===== src/rtl/intc_isr_dispatch_pkg.sv =====
// Shared definitions for the interrupt controller ISR dispatch path:
// line count, vector width, dispatch FSM encoding and the ISR slot base
// addresses that the upstream config decoder maps onto slot indices.
package intc_isr_dispatch_pkg;

  localparam int INTC_NUM_IRQ = 4;
  localparam int INTC_ADDR_W  = 32;
  localparam int INTC_ID_W    = 2;

  // Dispatch handshake states: nothing offered, offer waiting for ack,
  // ISR running until end-of-interrupt.
  typedef enum logic [1:0] {
    ST_IDLE    = 2'd0,
    ST_OFFER   = 2'd1,
    ST_SERVICE = 2'd2
  } dispatch_state_t;

  // Config-space base address of each ISR vector slot; the decoder turns a
  // match on one of these into vec_wr_sel.
  localparam logic [31:0] ISR_SLOT_BASE_0 = 32'h0002_0000;
  localparam logic [31:0] ISR_SLOT_BASE_1 = 32'h0002_0020;
  localparam logic [31:0] ISR_SLOT_BASE_2 = 32'h0002_0040;
  localparam logic [31:0] ISR_SLOT_BASE_3 = 32'h0002_0060;

  // Base address of a given slot, for code that needs the reverse mapping.
  function automatic logic [31:0] isr_slot_base(input logic [INTC_ID_W-1:0] sel);
    logic [31:0] base;
    case (sel)
      2'd0:    base = ISR_SLOT_BASE_0;
      2'd1:    base = ISR_SLOT_BASE_1;
      2'd2:    base = ISR_SLOT_BASE_2;
      default: base = ISR_SLOT_BASE_3;
    endcase
    return base;
  endfunction

endpackage


===== src/rtl/intc_priority_encoder.sv =====
// Fixed-priority encoder: reports the lowest set bit of the mask (line 0 is
// the most urgent) plus a flag saying whether any bit was set at all.
module intc_priority_encoder
  import intc_isr_dispatch_pkg::*;
#(
  parameter int N = INTC_NUM_IRQ,
  parameter int W = INTC_ID_W
) (
  input  logic [N-1:0] mask,
  output logic [W-1:0] id,
  output logic         any
);

  // Scan from the top down so the lowest set index is the last one written.
  always_comb begin
    id  = '0;
    any = 1'b0;
    for (int i = N - 1; i >= 0; i--) begin
      if (mask[i]) begin
        id  = W'(i);
        any = 1'b1;
      end
    end
  end

endmodule


===== src/rtl/intc_isr_dispatch.sv =====
// ISR dispatcher: stores four ISR vectors written through the config
// decoder, latches rising IRQ edges as pending, and offers the most urgent
// pending line that has a valid vector to the CPU with an irq/ack/eoi
// handshake. One interrupt at a time; no nesting and no preemption of an
// outstanding offer.
module intc_isr_dispatch
  import intc_isr_dispatch_pkg::*;
#(
  parameter int NUM_IRQ = INTC_NUM_IRQ,
  parameter int ADDR_W  = INTC_ADDR_W
) (
  input  logic               clk,
  input  logic               rst,
  input  logic               vec_wr_en,
  input  logic [1:0]         vec_wr_sel,
  input  logic               vec_wr_error,
  input  logic [ADDR_W-1:0]  vec_wr_data,
  input  logic [NUM_IRQ-1:0] irq_in,
  input  logic               cpu_ack,
  input  logic               cpu_eoi,
  output logic               cpu_irq,
  output logic [ADDR_W-1:0]  cpu_isr_addr,
  output logic [1:0]         active_id,
  output logic [NUM_IRQ-1:0] pending,
  output logic [NUM_IRQ-1:0] overrun
);

  // Per-line state
  logic [NUM_IRQ-1:0] irq_prev_reg;
  logic [NUM_IRQ-1:0] pending_reg;
  logic [NUM_IRQ-1:0] pending_next;
  logic [NUM_IRQ-1:0] overrun_reg;
  logic [NUM_IRQ-1:0] overrun_next;
  logic [NUM_IRQ-1:0] rise;
  logic [NUM_IRQ-1:0] ack_clr;
  logic [NUM_IRQ-1:0] vec_valid;
  logic [NUM_IRQ-1:0] eligible;
  logic [ADDR_W-1:0]  vec_word [NUM_IRQ];

  // Dispatch FSM and its registered outputs
  dispatch_state_t    state_reg;
  dispatch_state_t    state_next;
  logic               cpu_irq_reg;
  logic               cpu_irq_next;
  logic [ADDR_W-1:0]  isr_addr_reg;
  logic [ADDR_W-1:0]  isr_addr_next;
  logic [1:0]         active_id_reg;
  logic [1:0]         active_id_next;

  logic [1:0]         win_id;
  logic               win_any;

  logic               slot_wr;

  // A write is only meaningful when the decoder resolved a real slot.
  assign slot_wr = vec_wr_en & ~vec_wr_error;

  genvar gi;
  generate
    for (gi = 0; gi < NUM_IRQ; gi++) begin : g_slot
      logic [ADDR_W-1:0] vector_reg;
      logic              valid_reg;

      // Vector slot storage; valid flags that software has programmed it.
      always_ff @(posedge clk) begin
        if (rst) begin
          vector_reg <= '0;
          valid_reg  <= 1'b0;
        end else if (slot_wr && (vec_wr_sel == 2'(gi))) begin
          vector_reg <= vec_wr_data;
          valid_reg  <= 1'b1;
        end
      end

      assign vec_word[gi]  = vector_reg;
      assign vec_valid[gi] = valid_reg;

      // Edge detect, plus the clear that an accepted offer applies to its own line.
      assign rise[gi]    = irq_in[gi] & ~irq_prev_reg[gi];
      assign ack_clr[gi] = (state_reg == ST_OFFER) && cpu_ack && (active_id_reg == 2'(gi));

      // A fresh edge beats a simultaneous clear so no interrupt is lost.
      assign pending_next[gi] = (pending_reg[gi] & ~ack_clr[gi]) | rise[gi];
      // Sticky: an edge landed on a line that was still waiting.
      assign overrun_next[gi] = overrun_reg[gi] | (rise[gi] & pending_reg[gi]);
    end
  endgenerate

  // Lines without a programmed vector stay pending but are never offered.
  assign eligible = pending_reg & vec_valid;

  intc_priority_encoder #(
    .N (NUM_IRQ),
    .W (2)
  ) u_prio (
    .mask (eligible),
    .id   (win_id),
    .any  (win_any)
  );

  // Edge history, pending and overrun bookkeeping.
  always_ff @(posedge clk) begin
    if (rst) begin
      irq_prev_reg <= '0;
      pending_reg  <= '0;
      overrun_reg  <= '0;
    end else begin
      irq_prev_reg <= irq_in;
      pending_reg  <= pending_next;
      overrun_reg  <= overrun_next;
    end
  end

  // FSM state and registered CPU-facing outputs.
  always_ff @(posedge clk) begin
    if (rst) begin
      state_reg     <= ST_IDLE;
      cpu_irq_reg   <= 1'b0;
      isr_addr_reg  <= '0;
      active_id_reg <= 2'd0;
    end else begin
      state_reg     <= state_next;
      cpu_irq_reg   <= cpu_irq_next;
      isr_addr_reg  <= isr_addr_next;
      active_id_reg <= active_id_next;
    end
  end

  // Next-state and output decisions for the irq/ack/eoi handshake.
  always_comb begin
    state_next     = state_reg;
    cpu_irq_next   = cpu_irq_reg;
    isr_addr_next  = isr_addr_reg;
    active_id_next = active_id_reg;
    case (state_reg)
      ST_IDLE: begin
        // Address is captured here, so later vector writes cannot disturb it.
        if (win_any) begin
          active_id_next = win_id;
          isr_addr_next  = vec_word[win_id];
          cpu_irq_next   = 1'b1;
          state_next     = ST_OFFER;
        end
      end
      ST_OFFER: begin
        // Hold the offer, even if a more urgent line arrives meanwhile.
        if (cpu_ack) begin
          cpu_irq_next = 1'b0;
          state_next   = ST_SERVICE;
        end
      end
      ST_SERVICE: begin
        if (cpu_eoi) begin
          state_next = ST_IDLE;
        end
      end
      default: begin
        cpu_irq_next = 1'b0;
        state_next   = ST_IDLE;
      end
    endcase
  end

  assign cpu_irq      = cpu_irq_reg;
  assign cpu_isr_addr = isr_addr_reg;
  assign active_id    = active_id_reg;
  assign pending      = pending_reg;
  assign overrun      = overrun_reg;

endmodule


===== config.mk =====
export PLATFORM = sky130hd
export DESIGN_NAME = intc_isr_dispatch
export DESIGN_NICKNAME = d
export VERILOG_FILES = /design/src/rtl/intc_isr_dispatch_pkg.sv /design/src/rtl/intc_priority_encoder.sv /design/src/rtl/intc_isr_dispatch.sv
export SDC_FILE = /design/constraint.sdc
export NUM_CORES = 1
export LEC_CHECK = 0
export CORE_MARGIN = 2
export CORE_UTILIZATION = 55
export DETAILED_ROUTE_END_ITERATION = 7
export PLACE_DENSITY = 0.79
export SYNTH_ARGS = -nofsm -noshare
export SYNTH_HDL_FRONTEND = slang
export SYNTH_HIERARCHICAL = 1
export SYNTH_SLANG_ARGS = --single-unit

===== constraint.sdc =====
create_clock -name clk -period 2.4 [get_ports clk]
set_input_delay 0.6 -clock clk [delete_from_list [all_inputs] [get_ports clk]]
set_output_delay 0.6 -clock clk [all_outputs]
set_load 0.1 [all_outputs]

* Word level (Yosys, flattened, before mapping)
Index checks and enable logic that the tools add are counted.
Storage, ports and cells: memories kept 0, output and inout port bits 43, memory bits (read-only) 0, bits of input ports 44, word-level logic and storage cells 93, bits in latches 0, flip-flop bits (word level) 181, RAM bits 0
Cells by class: div/mod/pow operators 0, shift operators 0, bitwise operators 33, order comparisons 1, multiplexer cells 18, $mul 0, reductions and logical operators 15, add/subtract/negate cells 0, eq/ne operators 11
Operators by type and width (number):
- binary-select mux 32 bit (select 2 bit) | 1
- 2-to-1 mux 32 bit | 2
- 2-to-1 mux 2 bit | 7
- bitwise AND 1 bit | 13
- equality test 2 bit, second input constant | 5
- inverter 1 bit | 10
- logical AND 1 bit | 9
- OR 1 bit | 8
- equality test 2 x 1 -> 1 bit, second input constant | 3
- zero test 2 bit | 3
- 2-to-1 mux 1 bit | 6
- one-hot mux 2 bit (3 select lines) | 1
- AND reduction 3 bit | 2
- bitwise AND 4 bit | 1
- != test 2 bit, second input constant | 2
- >= comparator 3 bit, second input constant | 1
- inverter 2 -> 3 bit | 1
- one-hot mux 1 bit (3 select lines) | 1
- != test 2 x 1 -> 1 bit, second input constant | 1
- AND reduction 2 bit | 1

* Longest topological paths before layout
Gate-level depths: netlist of the first run.
depth after elaboration 9, mapped depth 8, mapped depth without buffers 6

* By module
Netlist of the first run, hierarchy kept.
Modules (own cells, without submodules):
- intc_isr_dispatch | instances 1, area an instance 7014.2 µm², seq. area each 3623.5 µm², cells an instance 759
- intc_priority_encoder | instances 1, area an instance 35.0 µm², seq. area each 0.0 µm², cells an instance 7

* Worst setup path after synthesis of the first run
Ideal clock, no wire load.
path kind register to register, start reg pending_reg[3] (netlist: pending[3]), end reg isr_addr_reg[30] (netlist: cpu_isr_addr[30]), stages on the path, launching flop included 9, required time 2281 ps, data arrival time 2467 ps, setup time 119 ps, path slack -186 ps, period minus slack after synthesis 2586 ps, buffers on the path 3, cell sequence dfxtp_1 -> and2_1 -> nor2_1 -> nor3_1 -> buf_4 -> buf_6 -> buf_2 -> mux4_2 -> a22o_1
On the way: cells in the longest elaborated chain, start to end 9, elaborated cells on any way between the ends 14, classes of those cells 11 x mux; 2 x bitwise; 1 x reduce/logical
Ends and longest elaborated chain:
- start: declaration | line intc_isr_dispatch.sv:30 | logic [NUM_IRQ-1:0] pending_reg;
- start signal: assignment | line intc_isr_dispatch.sv:109 | pending_reg <= pending_next;
- bitwise AND 4 bit | line intc_isr_dispatch.sv:90 | assign eligible = pending_reg & vec_valid;
- net eligible[3] | line intc_isr_dispatch.sv:37 | logic [NUM_IRQ-1:0] eligible;
- 2-to-1 mux 2 bit (4 in series) | line intc_priority_encoder.sv:19 | if (mask[i]) begin
- net win_id[1] | line intc_isr_dispatch.sv:50 | logic [1:0] win_id;
- inverter 2 -> 3 bit (implied by the code) | line intc_isr_dispatch.sv:140 | isr_addr_next = vec_word[win_id];
- binary-select mux 32 bit (select 2 bit) | line intc_isr_dispatch.sv:140
- 2-to-1 mux 32 bit (implied by the code) (2 in series) | line intc_isr_dispatch.sv:140
- end signal: assignment | line intc_isr_dispatch.sv:124 | isr_addr_reg <= isr_addr_next;
- end: declaration | line intc_isr_dispatch.sv:45 | logic [ADDR_W-1:0] isr_addr_reg;
The timed path passes the listed nets, and every way through them passes these cells. The select of a mux whose other input is x is not followed. A chain may end at the register's enable or synchronous reset.

* Final worst setup path of the first run
start reg pending_reg[2] (netlist: pending[2]), end reg isr_addr_reg[31] (netlist: cpu_isr_addr[31])
On the way: cells in the longest elaborated chain, start to end 8, elaborated cells on any way between the ends 12, classes of those cells 9 x mux; 2 x bitwise; 1 x reduce/logical
Ends and longest elaborated chain (line):
- bitwise AND 4 bit | intc_isr_dispatch.sv:90
- net eligible[2] | intc_isr_dispatch.sv:37
- 2-to-1 mux 2 bit (3 in series) | intc_priority_encoder.sv:19
- net win_id[0] | intc_isr_dispatch.sv:50
- inverter 2 -> 3 bit (implied by the code) | intc_isr_dispatch.sv:140
- binary-select mux 32 bit (select 2 bit) | intc_isr_dispatch.sv:140
- 2-to-1 mux 32 bit (implied by the code) (2 in series) | intc_isr_dispatch.sv:140
The timed path passes the listed nets, and every way through them passes these cells. The select of a mux whose other input is x is not followed.

==> impl_summary.log, run 1 <==
[metrics] Hold Crit Class: reg -> reg
[metrics] via count of the first global-routing pass: between 5000 and 6000
[metrics] data arrival at the endpoint of the critical path: about 2.4 ns
[metrics] Critical Path, Cell by Cell: and2_1, nand2b_1, a21oi_4, buf_4, mux4_2, a22o_1
[metrics] Gate power share: 0.075
[metrics] number of ports placed on the die boundary: 87
[metrics] CTS Buf Count: 17
[metrics] top area cells in the synthesized netlist: sky130_fd_sc_hd__dfxtp_1 51%, sky130_fd_sc_hd__nand2_1 14%, sky130_fd_sc_hd__mux4_2 10%
[metrics] sequential power share: 0.469
[metrics] width of the chip: ~120 microns
[metrics] Slowest cell on crit path: sky130_fd_sc_hd__mux4_2
[metrics] buffers inserted by post-CTS timing repair: 0
[metrics] count of flip-flops with a built-in enable after synthesis: 0
[metrics] maximum frequency from static timing analysis: slightly below 0.5 GHz
[metrics] cell accounting for the most synthesized area: sky130_fd_sc_hd__dfxtp_1
[metrics] clock net sink count: 181
[metrics] cell-internal power: 5.157 mW
[metrics] worst path required time: 2.72 ns
[metrics] initial antenna violation count: 0
[metrics] sequential element share of the synthesized area: 0.5140
[metrics] largest voltage drop on the vdd net: about 0.57 mV
[metrics] area taken by multi-input logic gates: 3082 sq um
[metrics] Vert. Die Dim: approximately 120 microns
[metrics] Net Switching: between 1 and 1.5 mW
[metrics] final critical path time including I/O delays and setup: between 2 and 2.5 ns
[metrics] count of synthesis-stage warnings from yosys: 6
[metrics] synth cell count leaders: 254 x sky130_fd_sc_hd__nand2_1, 181 x sky130_fd_sc_hd__dfxtp_1, 134 x sky130_fd_sc_hd__a21oi_1, 32 x sky130_fd_sc_hd__a22o_1, 32 x sky130_fd_sc_hd__mux4_2
[metrics] total length of routed wires: between 15000 and 20000 microns
[metrics] PostCTS Resize Cnt: 0
[metrics] remaining antenna violation count after routing: 0
[metrics] final cycle utilization of the critical path: 0.8669
[metrics] result of the run: completed
[metrics] area grow syn2layout: 22.26%
[metrics] pin slew with the least headroom to its limit: just over 0.6 ns
[metrics] clock tree from TritonCTS: done
[metrics] via count normalized by instance count: 5.673
[metrics] reg-to-reg startpoint: pending[2]
[metrics] setup clock skew after layout: around 0.0084 ns
[metrics] switching part of the total power: 0.2207
[metrics] largest buffer count on any clock path: 2
[metrics] unrepaired setup endpoints after global routing: no
[metrics] Seq cells post-synth: around 180
[metrics] PD cells: approximately 770 nW/um^2
[metrics] fraction of layout instances using a drive strength above 1: 0.1758
[metrics] Netlist cell types: 29
[metrics] Skew-Pair Late Insertion Delay: 0.43 ns
[metrics] net count of the finished layout: approximately 870
[metrics] Syn Nets: between 800 and 900
[metrics] Final Util: 0.6857
[metrics] CP startpoint: pending[2]
[metrics] mean post-synth cell area: just over 9 sq um
[metrics] max FFs per register: 128
[metrics] PortBufs: between 80 and 90
[metrics] global-route wire length before repair: 27100 microns
[metrics] total of max-cap violations: 0
[metrics] Starting Density: 0.5609
[metrics] gp weighted congestion: 0.7685
[metrics] post-synthesis instance total: 766
[metrics] number of design rule violations left after detail routing: 0
[metrics] largest fanout of any net on the critical path: 21
[metrics] combined flip-flop and latch cell area: ~3600 sq um
[metrics] start point of the worst hold path: g_slot[2].vector_reg[27]
[metrics] clock slew at reported path FFs: ~0.060 ns
[metrics] leftover overflow at the end of global routing: 0
[metrics] Placeable Area: ~13000 sq um
[metrics] setup violation total in the final timing report: 0
[metrics] hold buffer count at CTS: 0
[metrics] relative slew slack: 0.5913
[metrics] clock root buffer: sky130_fd_sc_hd__clkbuf_16
[metrics] share of flip-flops with an asynchronous set or reset after synthesis: 0
[metrics] most used standard cell by instance count after synthesis: sky130_fd_sc_hd__nand2_1
[metrics] DRC violation total after the first TritonRoute iteration: between 500 and 600
[metrics] fraction of synthesized cell area taken by the top area cell type: 0.5140
[metrics] Pre-antenna DRT Iters: 5
[metrics] Detailed Place HPWL: roughly 10000 microns
[metrics] Primary FF master, synth: sky130_fd_sc_hd__dfxtp_1
[metrics] startpoint type of the worst setup path: flip-flop
[metrics] Final Max Tran Viols: 0
[metrics] standard-cell row count: 41
[metrics] share of power burned in the clock network: 0.456
[metrics] final hold vios: 0
[metrics] Synth Cell Area: around 7000 sq um
[metrics] number of fillers in the final layout: just under 1000
[metrics] number of levels the H-tree was split into: 4
[metrics] Diodes inserted: 0
[metrics] pin count of the biggest net entering global routing: 150
[metrics] total via count after detailed routing: roughly 5800
[metrics] Power, Total: between 6 and 7 mW
[metrics] peak per-stage delay on the critical path: between 0.5 and 0.6 ns
[metrics] Crit Path Category: reg -> reg
[metrics] die area: approximately 14000 sq um
[metrics] detailed-route wire length per cell: roughly 17 microns
[metrics] Critical Path Sink Type: flip-flop
[metrics] static power due to leakage: ~3.1 nW
[metrics] Tot GR Track Use: 0.2588
-- routing by layer --
layer / wire length [microns] / track usage
met2: 8774 / 0.4487
met3: 1195 / 0.06591
met4: 345 / 0.1137
met1: 6993 / 0.3036
met5: 0 / 0
-- through the flow --
step | cells | cell area, sq um | setup TNS [ns] | hold WS (ns) | setup WS, ns
CTS | 1014 | 8618 | 0 | 0.4535 | 0.3234
floorplan | 766 | 7053 | -0.01181 | 0.4317 | -0.01181
global route | 1014 | 8618 | 0 | 0.4698 | 0.2535
global placement | 982 | 7964 | 0 | 0.4382 | 0.3072
detailed placement | 982 | 7964 | 0 | 0.4451 | 0.2795
finish | 1014 | 8618 | 0 | 0.4523 | 0.3195
-- path summary, 6_finish.rpt --
kind / slack, ns / cells past startpoint / to
setup / recovery: 0.32 / 6 / cpu_isr_addr[31]
hold / removal: 0.45 / 2 / g_slot[2].vector_reg[27]
setup reg to reg: 0.32 / 6 / cpu_isr_addr[31]
hold reg to reg: 0.45 / 2 / g_slot[2].vector_reg[27]
-- cell type report --
type                    count  area share
inverters                   7    0.003049
flip-flops and latches    181      0.4209
well taps                 172     0.02497
multi-input cells         516      0.3576
clock inverters             8     0.01655
clock buffers              24     0.05938
repair buffers            106      0.1176
-- power groups by stage --
stage / sequential, mW / combinational (mW) / clock (mW)
after floorplan: 3.25 / 0.212 / 0
final: 3.10 / 0.494 / 3.02
after detailed placement: 3.17 / 0.489 / 0
after global placement: 3.17 / 0.476 / 0
after global routing: 3.11 / 0.527 / 3.18
after CTS: 3.10 / 0.493 / 3.05
-- worst max-delay path, delay by kind of cell (launching register included) --
| family | cells | cell delay (ns) |
|---|---|---|
| buffers and inverters | 1 | 0.36 |
| AOI/OAI and AO/OA | 2 | 0.38 |
| muxes | 1 | 0.55 |
| and+or+nand+nor | 2 | 0.35 |
| DFF | 1 | 0.34 |
-- kinds of logic after synthesis --
kind of cell / after synthesis / synth area share
simple gates: 305 / 0.1835
flops: 181 / 0.5140
buf+inv: 69 / 0.05272
mux: 35 / 0.1065
compound gates: 176 / 0.1432
-- placed cells by master (no fill, tap or decap), types with 2 or more instances in the layout --
cell / count
sky130_fd_sc_hd__bufinv_16: 4
sky130_fd_sc_hd__o21ai_0: 5
sky130_fd_sc_hd__clkdlybuf4s50_1: 42
sky130_fd_sc_hd__a21oi_1: 134
sky130_fd_sc_hd__buf_4: 55
sky130_fd_sc_hd__dfxtp_1: 178
sky130_fd_sc_hd__mux2i_1: 3
sky130_fd_sc_hd__and4bb_2: 2
sky130_fd_sc_hd__nor2b_1: 4
sky130_fd_sc_hd__and2_1: 4
sky130_fd_sc_hd__inv_1: 7
sky130_fd_sc_hd__nand4b_1: 2
sky130_fd_sc_hd__mux4_2: 32
sky130_fd_sc_hd__clkinv_2: 3
sky130_fd_sc_hd__nand2_1: 254
sky130_fd_sc_hd__nand4bb_2: 2
sky130_fd_sc_hd__a22o_1: 32
sky130_fd_sc_hd__buf_12: 9
sky130_fd_sc_hd__clkbuf_16: 17
sky130_fd_sc_hd__dfxtp_2: 3
sky130_fd_sc_hd__nor2_1: 18
sky130_fd_sc_hd__nand2_2: 8
sky130_fd_sc_hd__clkbuf_8: 6
sky130_fd_sc_hd__a31oi_1: 4
Note: power is estimated with default switching activity, not from simulation.
==> run 2, diff against run 1 <==
==> constraint.sdc (replaced) <==
create_clock -name clk -period 2.3 [get_ports clk]
set_input_delay 0.575 -clock clk [delete_from_list [all_inputs] [get_ports clk]]
set_output_delay 0.575 -clock clk [all_outputs]
set_load 0.1 [all_outputs]
==> run 2 against run 1 <==
Compared with the run above:
- clock power fell by 8.6%
- cell count fell by 0.20%
- clock skew fell by 0.00087 ns
- fmax rose by 1.9%
- flip-flop and latch count did not move
- combinational power rose by 4.5%
- register-to-register slack got worse by 0.06 ns
- first-iteration DRC count fell by 1.2%
==> impl_summary.log, run 2 (synthesis gave the netlist of run 1 again) <==
[metrics] number of ports placed on the die boundary: 87
[metrics] clock root buffer: sky130_fd_sc_hd__clkbuf_16
[metrics] Tot GR Track Use: 0.2653
[metrics] setup violation total in the final timing report: 0
[metrics] commonest non-fill, non-tap cell in the layout: sky130_fd_sc_hd__nand2_1
[metrics] final critical path time including I/O delays and setup: between 2 and 2.5 ns
[metrics] PortBufs: 86
[metrics] clock slew at reported path FFs: ~0.060 ns
[metrics] Net Switching: between 1 and 1.5 mW
[metrics] area grow syn2layout: 21.05%
[metrics] unrepaired setup endpoints after global routing: no
[metrics] standard-cell row count: just over 40
[metrics] global-route wire length before repair: around 28000 microns
[metrics] Hold Crit Class: in -> reg
[metrics] Crit Path Category: reg -> reg
[metrics] remaining antenna violation count after routing: 0
[metrics] static power due to leakage: between 3 and 4 nW
[metrics] share of power burned in the clock network: 0.423
[metrics] hold buffer count at CTS: 0
[metrics] total via count after detailed routing: slightly below 6000
[metrics] total length of routed wires: roughly 17000 microns
[metrics] DP Area: 7973 sq um
[metrics] CTS Buf Count: 17
[metrics] total of max-cap violations: 0
[metrics] cell-internal power: around 5.0 mW
[metrics] gp weighted congestion: between 0.7 and 0.8
[metrics] via count of the first global-routing pass: about 5800
[metrics] Skew-Pair Late Insertion Delay: approximately 0.42 ns
[metrics] leftover overflow at the end of global routing: 0
[metrics] PD cells: around 760 nW/um^2
[metrics] Final Util: 0.6789
[metrics] net count of the finished layout: 874
[metrics] final cycle utilization of the critical path: 0.8879
[metrics] Diodes inserted: 0
[metrics] max FFs per register: between 100 and 150
[metrics] finished layout cell area: approximately 8500 sq um
[metrics] largest buffer count on any clock path: 2
[metrics] commonest non-fill, non-tap cells in the layout: 254 x sky130_fd_sc_hd__nand2_1, 177 x sky130_fd_sc_hd__dfxtp_1, 134 x sky130_fd_sc_hd__a21oi_1, 56 x sky130_fd_sc_hd__buf_4, 42 x sky130_fd_sc_hd__clkdlybuf4s50_1
[metrics] maximum frequency from static timing analysis: 0.4897 GHz
[metrics] detailed-route wire length per cell: 17.18 microns
[metrics] number of levels the H-tree was split into: 4
[metrics] area taken by multi-input logic gates: 3082 sq um
[metrics] pin slew with the least headroom to its limit: 0.6100 ns
[metrics] Critical Path Sink Type: flip-flop
[metrics] pin count of the biggest net entering global routing: ~150
[metrics] width of the chip: 117.2 microns
[metrics] fraction of layout instances using a drive strength above 1: 0.1738
[metrics] number of design rule violations left after detail routing: 0
[metrics] combined flip-flop and latch cell area: 3628 sq um
[metrics] largest voltage drop on the vdd net: about 0.57 mV
[metrics] clock net sink count: about 180
[metrics] number of fillers in the final layout: a little under 1000
[metrics] Gate power share: 0.079
[metrics] Final Max Tran Viols: 0
[metrics] PostCTS Resize Cnt: 0
[metrics] initial antenna violation count: 0
[metrics] data arrival at the endpoint of the critical path: 2.36 ns
[metrics] Detailed Place HPWL: between 10000 and 15000 microns
[metrics] startpoint type of the worst setup path: flip-flop
[metrics] result of the run: completed
[metrics] Pre-antenna DRT Iters: 5
[metrics] Worst Hold Slack: around 0.4 ns
[metrics] relative slew slack: 0.5933
[metrics] setup clock skew after layout: roughly 0.0075 ns
[metrics] switching part of the total power: 0.2269
[metrics] Vert. Die Dim: ~120 microns
[metrics] die area: 13740 sq um
[metrics] via count normalized by instance count: roughly 5.8
[metrics] clock tree from TritonCTS: done
[metrics] Starting Density: 0.5609
[metrics] Setup TNS: 0 ns
[metrics] Placeable Area: about 13000 sq um
[metrics] largest fanout of any net on the critical path: 13
[metrics] sequential power share: 0.498
[metrics] worst path required time: around 2.6 ns
[metrics] final hold vios: 0
[metrics] DRC violation total after the first TritonRoute iteration: ~500
[metrics] buffers inserted by post-CTS timing repair: 0
-- run 2: path summary, 6_finish.rpt --
kind                       startpoint                        to  slack, ns  depth (start not counted)
min                               rst   g_slot[2].vector_reg[0]       0.40                          2
max                        pending[2]           cpu_isr_addr[5]       0.26                          7
max reg2reg                pending[2]           cpu_isr_addr[5]       0.26                          7
min reg2reg  g_slot[1].vector_reg[14]  g_slot[1].vector_reg[14]       0.45                          2
-- run 2: final cells by class --
type                       instances  area share
inverter                           7    0.003079
sequential                       181      0.4252
timing repair buffer             107      0.1196
multi-input combinational        516      0.3611
clock inverter                     4    0.005279
clock buffer                      25     0.06041
tap                              172     0.02522
-- run 2: routing by layer --
layer | part of all wire | vias to the layer above | GRT usage | wire length (microns)
met5 | 0 | - | 0 | 0
met4 | 0.015 | 0 | 0.09961 | 268
met3 | 0.078 | 30 | 0.07312 | 1363
met2 | 0.52 | 254 | 0.4670 | 8975
met1 | 0.39 | 2826 | 0.3086 | 6775
li1 | - | 2718 | - | -
-- run 2: power by group through the flow --
stage | Sequential (mW) | Clock [mW] | Combinational (mW)
floorplan | 3.39 | 0 | 0.222
global placement | 3.30 | 0 | 0.496
detailed placement | 3.31 | 0 | 0.511
CTS | 3.24 | 2.78 | 0.514
global route | 3.25 | 2.90 | 0.551
finish | 3.24 | 2.76 | 0.516
-- run 2: critical path: stages, from the launching register on --
cell	delay (ns)
sky130_fd_sc_hd__dfxtp_2	0.34
sky130_fd_sc_hd__and2_1	0.16
sky130_fd_sc_hd__nand2b_1	0.18
sky130_fd_sc_hd__a21oi_4	0.20
sky130_fd_sc_hd__buf_4	0.22
sky130_fd_sc_hd__buf_4	0.27
sky130_fd_sc_hd__mux4_2	0.37
sky130_fd_sc_hd__a22o_1	0.19
-- run 2: per-stage QoR --
stage	cells	setup slack [ns]	power [mW]
final	1012	0.2577	6.513
after CTS	1012	0.2719	6.532
after detailed placement	983	0.1471	3.820
after global placement	983	0.2311	3.800
after global routing	1012	0.1852	6.696
after floorplan	766	0.04678	3.608
